===== src/rtl/gpx2_echo_collector.sv =====
// gpx2_echo_collector: pairs GPX2 rise/fall stop words with the latest start word and emits per-echo times
// Ports: i_clk_100m/i_rst clock and async reset; i_module_en/i_measure_sign enable and abort;
// i_start_*/i_rise_*/i_fall_* GPX2 result strobes and words; i_out_ready downstream accept;
// o_echo_valid/o_echo_idx/o_rise_time/o_fall_time/o_pulse_width echo result held until accepted;
// o_frame_done/o_echo_cnt frame close pulse and delivered echo count; o_sync_ready waiting for a start.
module gpx2_echo_collector #(
  parameter int DATA_W      = 32,
  parameter int NUM_ECHO    = 2,
  parameter int TIMEOUT_CYC = 1000
) (
  input  logic              i_clk_100m,
  input  logic              i_rst,
  input  logic              i_module_en,
  input  logic              i_measure_sign,
  input  logic              i_start_valid,
  input  logic [DATA_W-1:0] i_start_data,
  input  logic              i_rise_valid,
  input  logic [DATA_W-1:0] i_rise_data,
  input  logic              i_fall_valid,
  input  logic [DATA_W-1:0] i_fall_data,
  input  logic              i_out_ready,
  output logic              o_echo_valid,
  output logic [1:0]        o_echo_idx,
  output logic [DATA_W-1:0] o_rise_time,
  output logic [DATA_W-1:0] o_fall_time,
  output logic [DATA_W-1:0] o_pulse_width,
  output logic              o_frame_done,
  output logic [2:0]        o_echo_cnt,
  output logic              o_sync_ready
);
  localparam int TW = $clog2(TIMEOUT_CYC + 1);
  typedef enum logic [2:0] {IDLE, WAIT_START, WAIT_RISE, WAIT_FALL, CALC, OUT, DONE} state_t;
  state_t state, nxt;
  logic [DATA_W-1:0] start_word, rise_word, fall_word;
  logic [TW-1:0] tmo;
  logic [2:0] cnt;
  logic pend, abort, waiting, stop_hit, tmo_hit, last;
  assign abort    = !i_module_en || i_measure_sign;
  assign waiting  = state == WAIT_RISE || state == WAIT_FALL;
  assign stop_hit = (state == WAIT_RISE && i_rise_valid) || (state == WAIT_FALL && (i_rise_valid || i_fall_valid));
  assign tmo_hit  = tmo == TW'(TIMEOUT_CYC - 1);
  assign last     = cnt + 3'd1 == 3'(NUM_ECHO);
  assign o_echo_valid = state == OUT;
  assign o_frame_done = state == DONE;
  assign o_sync_ready = state == WAIT_START;
  assign o_echo_cnt   = cnt;
  always_comb begin
    nxt = state;
    case (state)
      IDLE:       nxt = WAIT_START;
      WAIT_START: nxt = i_start_valid ? WAIT_RISE : WAIT_START;
      WAIT_RISE:  nxt = i_start_valid ? DONE : i_rise_valid ? (i_fall_valid ? CALC : WAIT_FALL) : tmo_hit ? DONE : WAIT_RISE;
      WAIT_FALL:  nxt = i_start_valid ? DONE : i_fall_valid ? CALC : (!i_rise_valid && tmo_hit) ? DONE : WAIT_FALL;
      CALC:       nxt = OUT;
      OUT:        nxt = !i_out_ready ? OUT : last ? DONE : WAIT_RISE;
      DONE:       nxt = pend ? WAIT_RISE : WAIT_START;
      default:    nxt = IDLE;
    endcase
    if (abort) nxt = IDLE;
  end
  always_ff @(posedge i_clk_100m or posedge i_rst)
    if (i_rst) state <= IDLE;
    else state <= nxt;
  always_ff @(posedge i_clk_100m or posedge i_rst)
    if (i_rst) begin
      {start_word, rise_word, fall_word, tmo, cnt, pend} <= '0;
      {o_rise_time, o_fall_time, o_pulse_width, o_echo_idx} <= '0;
    end else if (abort) begin
      {start_word, rise_word, fall_word, tmo, cnt, pend} <= '0;
      {o_rise_time, o_fall_time, o_pulse_width, o_echo_idx} <= '0;
    end else begin
      tmo  <= waiting && !stop_hit ? tmo + 1'b1 : '0;
      // a start inside a frame closes it; the flag steers DONE straight back to WAIT_RISE
      pend <= waiting && i_start_valid;
      if (i_start_valid && (state == WAIT_START || waiting)) start_word <= i_start_data;
      if ((state == WAIT_START && i_start_valid) || (state == DONE && pend)) cnt <= '0;
      else if (state == OUT && i_out_ready) cnt <= cnt + 3'd1;
      if (!i_start_valid && state == WAIT_RISE && i_rise_valid) begin
        rise_word <= i_rise_data;
        if (i_fall_valid) fall_word <= i_fall_data;
      end
      if (!i_start_valid && state == WAIT_FALL) begin
        if (i_fall_valid) fall_word <= i_fall_data;
        else if (i_rise_valid) rise_word <= i_rise_data;
      end
      if (state == CALC) begin
        o_rise_time   <= rise_word - start_word;
        o_fall_time   <= fall_word - start_word;
        o_pulse_width <= fall_word - rise_word;
        o_echo_idx    <= cnt[1:0];
      end
    end
endmodule


===== config.mk =====
export PLATFORM = sky130hd
export DESIGN_NAME = gpx2_echo_collector
export DESIGN_NICKNAME = d
export VERILOG_FILES = /design/src/rtl/gpx2_echo_collector.sv
export SDC_FILE = /design/constraint.sdc
export NUM_CORES = 1
export LEC_CHECK = 0
export CORE_MARGIN = 5
export CORE_UTILIZATION = 59
export DETAILED_ROUTE_END_ITERATION = 6
export HOLD_SLACK_MARGIN = 0.12
export PLACE_DENSITY = 0.92
export SYNTH_ARGS = -nofsm -noshare
export SYNTH_HDL_FRONTEND = slang
export SYNTH_SLANG_ARGS = --single-unit

===== constraint.sdc =====
create_clock -name i_clk_100m -period 12.57 [get_ports i_clk_100m]
set_input_delay 1.257 -clock i_clk_100m [delete_from_list [all_inputs] [get_ports i_clk_100m]]
set_output_delay 1.257 -clock i_clk_100m [all_outputs]
set_load 0.05 [all_outputs]

# After elaboration in Yosys (flattened, before gate mapping)

Index checks and enable logic that the tools add are counted.

Word-level logic and storage cells: 89
Memory bits (read-only): 0
Input port bits: 104
Memories: 0
RAM bits: 0
Bits in registers: 211
Latch bits: 0
Output and inout port bits: 104

Multipliers: 0
Bitwise logic cells: 0
Div/mod/pow operators: 0
Muxes and demuxes: 39
Equal/unequal tests: 8
Shift-type cells: 0
Reductions and logical operators: 26
$lt $le $gt $ge: 0
Add/subtract/negate cells: 5

Operators by type and width:

| operator                                      | count |
|---|---|
| 2-to-1 mux 32 bit                             | 18 |
| subtractor 32 bit                             | 3 |
| 2-to-1 mux 3 bit                              | 13 |
| one-hot mux 3 bit (7 select lines)            | 1 |
| 2-to-1 mux 10 bit                             | 2 |
| logical AND 1 bit                             | 12 |
| adder 10 x 1 -> 10 bit, second input constant | 1 |
| == test 10 bit, second input constant         | 1 |
| == test 3 x 2 -> 1 bit, second input constant | 3 |
| == test 3 bit, second input constant          | 3 |
| 2-to-1 mux 2 bit                              | 4 |
| logical OR 1 bit                              | 6 |
| logical NOT 1 bit                             | 4 |
| nonzero test 2 bit                            | 2 |
| adder 3 x 1 -> 3 bit, second input constant   | 1 |
| == test 3 x 1 -> 1 bit, second input constant | 1 |
| logical NOT 3 bit                             | 1 |
| nonzero test 3 bit                            | 1 |
| 2-to-1 mux 1 bit                              | 1 |

# Longest topological paths before layout

Word-level depth: 8
Mapped depth: 11
Depth with buffers taken out: 11

# Least setup slack after synthesis

OpenSTA, ideal clock, no wires.

Path type: flip-flop to output port
From: register state[0]
To: output o_sync_ready
Cell stages (with the launch flop): 4
Buffers on the path: 1
Data required time: 11.313 ns
Arrival: 1.562 ns
Slack: 9.751 ns
Path through: dfrtp_1 clkbuf_1 nor2b_1 nor2b_1

Word-level cells in the longest chain between the ends: 1

RTL lines:

| what                   | RTL line | text |
|---|---|---|
| from (decl)            | 33       | `state_t state, nxt;` |
| from (signal assigned) | 63       | `else state <= nxt;` |
| == test 3 x 1 -> 1 bit | 45       | `assign o_sync_ready = state == WAIT_START;` |
| to (decl)              | 29       | `output logic o_sync_ready` |

Every way passes these cells.

# Worst setup path after layout

From: input i_module_en
To: register o_fall_time[26]

Word-level cells in the longest chain between the ends: 3
Elaborated cells between the ends (all ways): 4
Classes of those cells: 1 x mux; 3 x reduce/logical

RTL lines:

| what                                                    | RTL line | text |
|---|---|---|
| from (decl)                                             | 13       | `input logic i_module_en,` |
| logical NOT 1 bit *                                     | 38       | `assign abort = !i_module_en \|\| i_measure_sign;` |
| logical OR 1 bit *                                      | 38       |  |
| 2-to-1 mux 32 bit or nonzero test 2 bit (tied branches) | n/a      |  |
| to (signal assigned)                                    | 88       | `o_fall_time <= fall_word - start_word;` |
| to (decl)                                               | 25       | `output logic [DATA_W-1:0] o_fall_time,` |

Mark *: on every way between the ends. The rest lies on a longest branch, timed or not.
A chain may end at the register's enable or synchronous reset.

==> flow_summary_export.csv <==
group,metric,value,unit
run_status,status,"finished, final reports clean",
pwr,powerDensity,96.9,nW/µm²
worst_setup_path,cp_cell_sequence,"clkdlybuf4s50_1 > nor2b_4 > buf_4 > nand2_1 > or4_1 > nand3_1",
worst_setup_path,arrival,4.39,ns
floorplan,pin_count,208,
synth,netlist_instances,1696,
floorplan,die_h,163,µm
worst_setup_path,crit_family,"simple AND/OR/NAND/NOR gates",
hold_path,min_from,"o_rise_time[23]",
sta,rsz0062_at_grt,"false",
sta,setup_viol,0,
sta,skew,0.0120,ns
synth,synth-async-reset-ratio,1.00,
floorplan,die_width,163,µm
placement,hpwl,32.3,mm
sta,slew_violations,0,
placement,gp_congestion,0.951,
sta,hold_viol,0,
hold_path,hold_path_class,"reg2reg",
synth,synth_fp_nets,1899,
sta,post-route-min-period,3.93,ns
worst_setup_path,critPathBufInv,2,
grt,grt.total_usage,0.330,
sta,fin_tns_setup,0,ns
placement,dp_cells,2129,
grt,grt_max_degree,106,
finish,final_nets,2045,
floorplan,die-area,26500,µm²
clocking,cts_resized,0,
finish,area_delta_synth_final,21.8,%
grt,grt_pass1_wl,70.5,mm
finish,multi_input_area,7810,µm²
sta,fmaxAchievable,254,MHz
clocking,cts.clk_slew.worst_paths,0.07,ns
synth,ys.flop_type,"dfrtp_1",
sta,max_slew_margin,0.275,
finish,final_layout_size_suffix_gt1_frac,0.0474,
finish,final_common_cell,"nand2_1",
worst_setup_path,crit_type,"in2reg",
worst_setup_path,critPathCaptureType,"flop",
floorplan,fp.coreArea,22800,µm²
routing,vias,13600,
finish,final_cell_mix,"nand2_1 (324), a21oi_1 (220), dfrtp_1 (211)",
clocking,clock_path_buffers,3,
synth,synth-edff-count,0,
finish,nFillCells,1688,
worst_setup_path,cpPeakStageDelay,0.87,ns
grt,overflow,0,
synth,ys_seq_area_frac,0.384,
routing,drt_iter0_markers,1201,
finish,regArea,5280,µm²
worst_setup_path,r2r_start,"start_word[0]",
worst_setup_path,crit_required,13.03,ns
placement,portBuffers,207,
clocking,postCtsSetupBuffers,0,
job,drv_cap,0,
clocking,cts_tree,"built",
grt,grt_pass1_vias,13300,
clocking,htree_levels,1,
worst_setup_path,cp_slowest_cell,"nand2_1",
sta,fin_crit_sh,0.313,
floorplan,initial_core_util,0.604,
clocking,clock-root-buffer,"clkbuf_16",
clocking,cts.sink_count,211,
routing,viasPerCell,6.26,
routing,antenna_left,0,
worst_setup_path,crit_path_start_kind,"input pin",
worst_setup_path,crit_path_start,"i_module_en",
clocking,clock_latency,0.53,ns
synth,yosysWarnings,0,
synth,post_synth.cell_area_avg,8.11,µm²
clocking,hold_buffers,0,
synth,netlist_area,13700,µm²
routing,dr.pass1.iters,6,
floorplan,rows,55,
grt,antenna_found_initial,0,
clocking,cts_made_buffers,24,
pwr,leakagePower,7.38,nW
sta,tightest_slew,1.08,ns
worst_setup_path,path_max_fanout,62,
synth,synth_cell_types,78,
synth,yosys_register_bits,211,
routing,totalWireLength,44.5,mm
routing,wl_per_cell,20.5,µm
routing,drcViolationCount,0,
finish,final_cells,2170,
finish,antennaDiodeCount,0,
pwr,peakVddDrop,93.8,µV
## per-stage QoR
| step | hold WS (ns) | cell area, µm² | util | power, mW | setup slack (ns) |
|---|---|---|---|---|---|
| 2_1_floorplan | 0.433 | 13700 | - | 0.844 | 5.55 |
| 3_3_place_gp | 0.445 | 16000 | 0.701 | 0.920 | 8.34 |
| 3_5_place_dp | 0.472 | 16000 | 0.701 | 0.924 | 8.21 |
| 4_1_cts | 0.489 | 16700 | 0.735 | 1.62 | 8.77 |
| 5_1_grt | 0.505 | 16700 | 0.735 | 1.68 | 8.56 |
| 6_report | 0.485 | 16700 | 0.735 | 1.62 | 8.64 |
## cell type report
class,instances,area share
well taps,313,0.0234
repair buffers,219,0.129
clock inverters,5,0.00448
inverters,87,0.0199
multi-input cells,1299,0.466
clock buffers,36,0.0416
flip-flops and latches,211,0.315
## where the power goes
group,switching [mW],internal [mW]
Clock,0.285,0.421
Combinational,0.136,0.0906
Sequential,0.00385,0.686
Total,0.425,1.20
## worst register-to-register path: cells and delay by family (launching register included)
kind / cells / cell delay (ns)
DFF: 1 / 0.42
and+or+nand+nor: 2 / 0.37
adders and majority gates: 2 / 0.68
AOI/OAI and AO/OA: 6 / 1.60
## worst paths after layout
| check | to | slack (ns) | cells past startpoint |
|---|---|---|---|
| worst max-delay path | o_fall_time[26] | 8.64 | 6 |
| worst min-delay path | o_rise_time[23] | 0.49 | 2 |
| worst max register to register | o_rise_time[30] | 9.40 | 10 |
| worst min register to register | o_rise_time[23] | 0.49 | 2 |
| max in group asynchronous | rise_word[24] | 10.10 | 3 |
| min in group asynchronous | o_rise_time[6] | 1.27 | 2 |
## synthesized netlist by cell type, types with 9 or more instances
| cell | instances | area [µm²] |
|---|---|---|
| nor3_1 | 25 | 125 |
| dfrtp_1 | 211 | 5280 |
| nand2b_1 | 11 | 68.8 |
| or3_1 | 16 | 100 |
| a211oi_1 | 14 | 105 |
| nor2_1 | 89 | 334 |
| o31ai_1 | 9 | 67.6 |
| nand2_1 | 325 | 1220 |
| a21o_1 | 27 | 203 |
| and3_1 | 13 | 81.3 |
| xor2_1 | 30 | 263 |
| ha_1 | 96 | 1200 |
| a31oi_1 | 11 | 68.8 |
| o211ai_1 | 19 | 143 |
| o21ai_1 | 16 | 80.1 |
| nor2b_1 | 16 | 100 |
| nand3_1 | 91 | 455 |
| o21ai_0 | 84 | 420 |
| o21a_1 | 9 | 67.6 |
| clkbuf_1 | 91 | 342 |
| nand4_1 | 34 | 213 |
| xnor2_1 | 33 | 289 |
| inv_1 | 87 | 327 |
| a21oi_1 | 220 | 1100 |
## routing by layer
layer | wire, µm | vias up | share of wire | GRT usage
met5 | 0 | - | 0 | 0
met4 | 1650 | 0 | 0.037 | 0.115
met3 | 4030 | 116 | 0.091 | 0.0648
met2 | 20500 | 680 | 0.46 | 0.535
met1 | 18300 | 6546 | 0.41 | 0.446
li1 | - | 6245 | - | -
## logic make-up after synthesis
logic type                 Yosys count  share of synthesized area
and+or+nand+nor                    653                      0.215
AOI/OAI and AO/OA                  481                      0.216
DFF                                211                      0.384
buffers and inverters              186                     0.0512
adders and majority gates           99                     0.0917
xor gates and xnor gates            63                     0.0401
muxes                                3                    0.00218
## state kept, by name (all words and copies together), names as in the netlist
register / cells
o_rise_time: 32
start_word: 32
state: 3
tmo: 10
pend: 1
o_pulse_width: 32
rise_word: 32
fall_word: 32
o_echo_cnt: 3
o_echo_idx: 2
o_fall_time: 32
No activity file was read; power rests on OpenSTA's default activity.
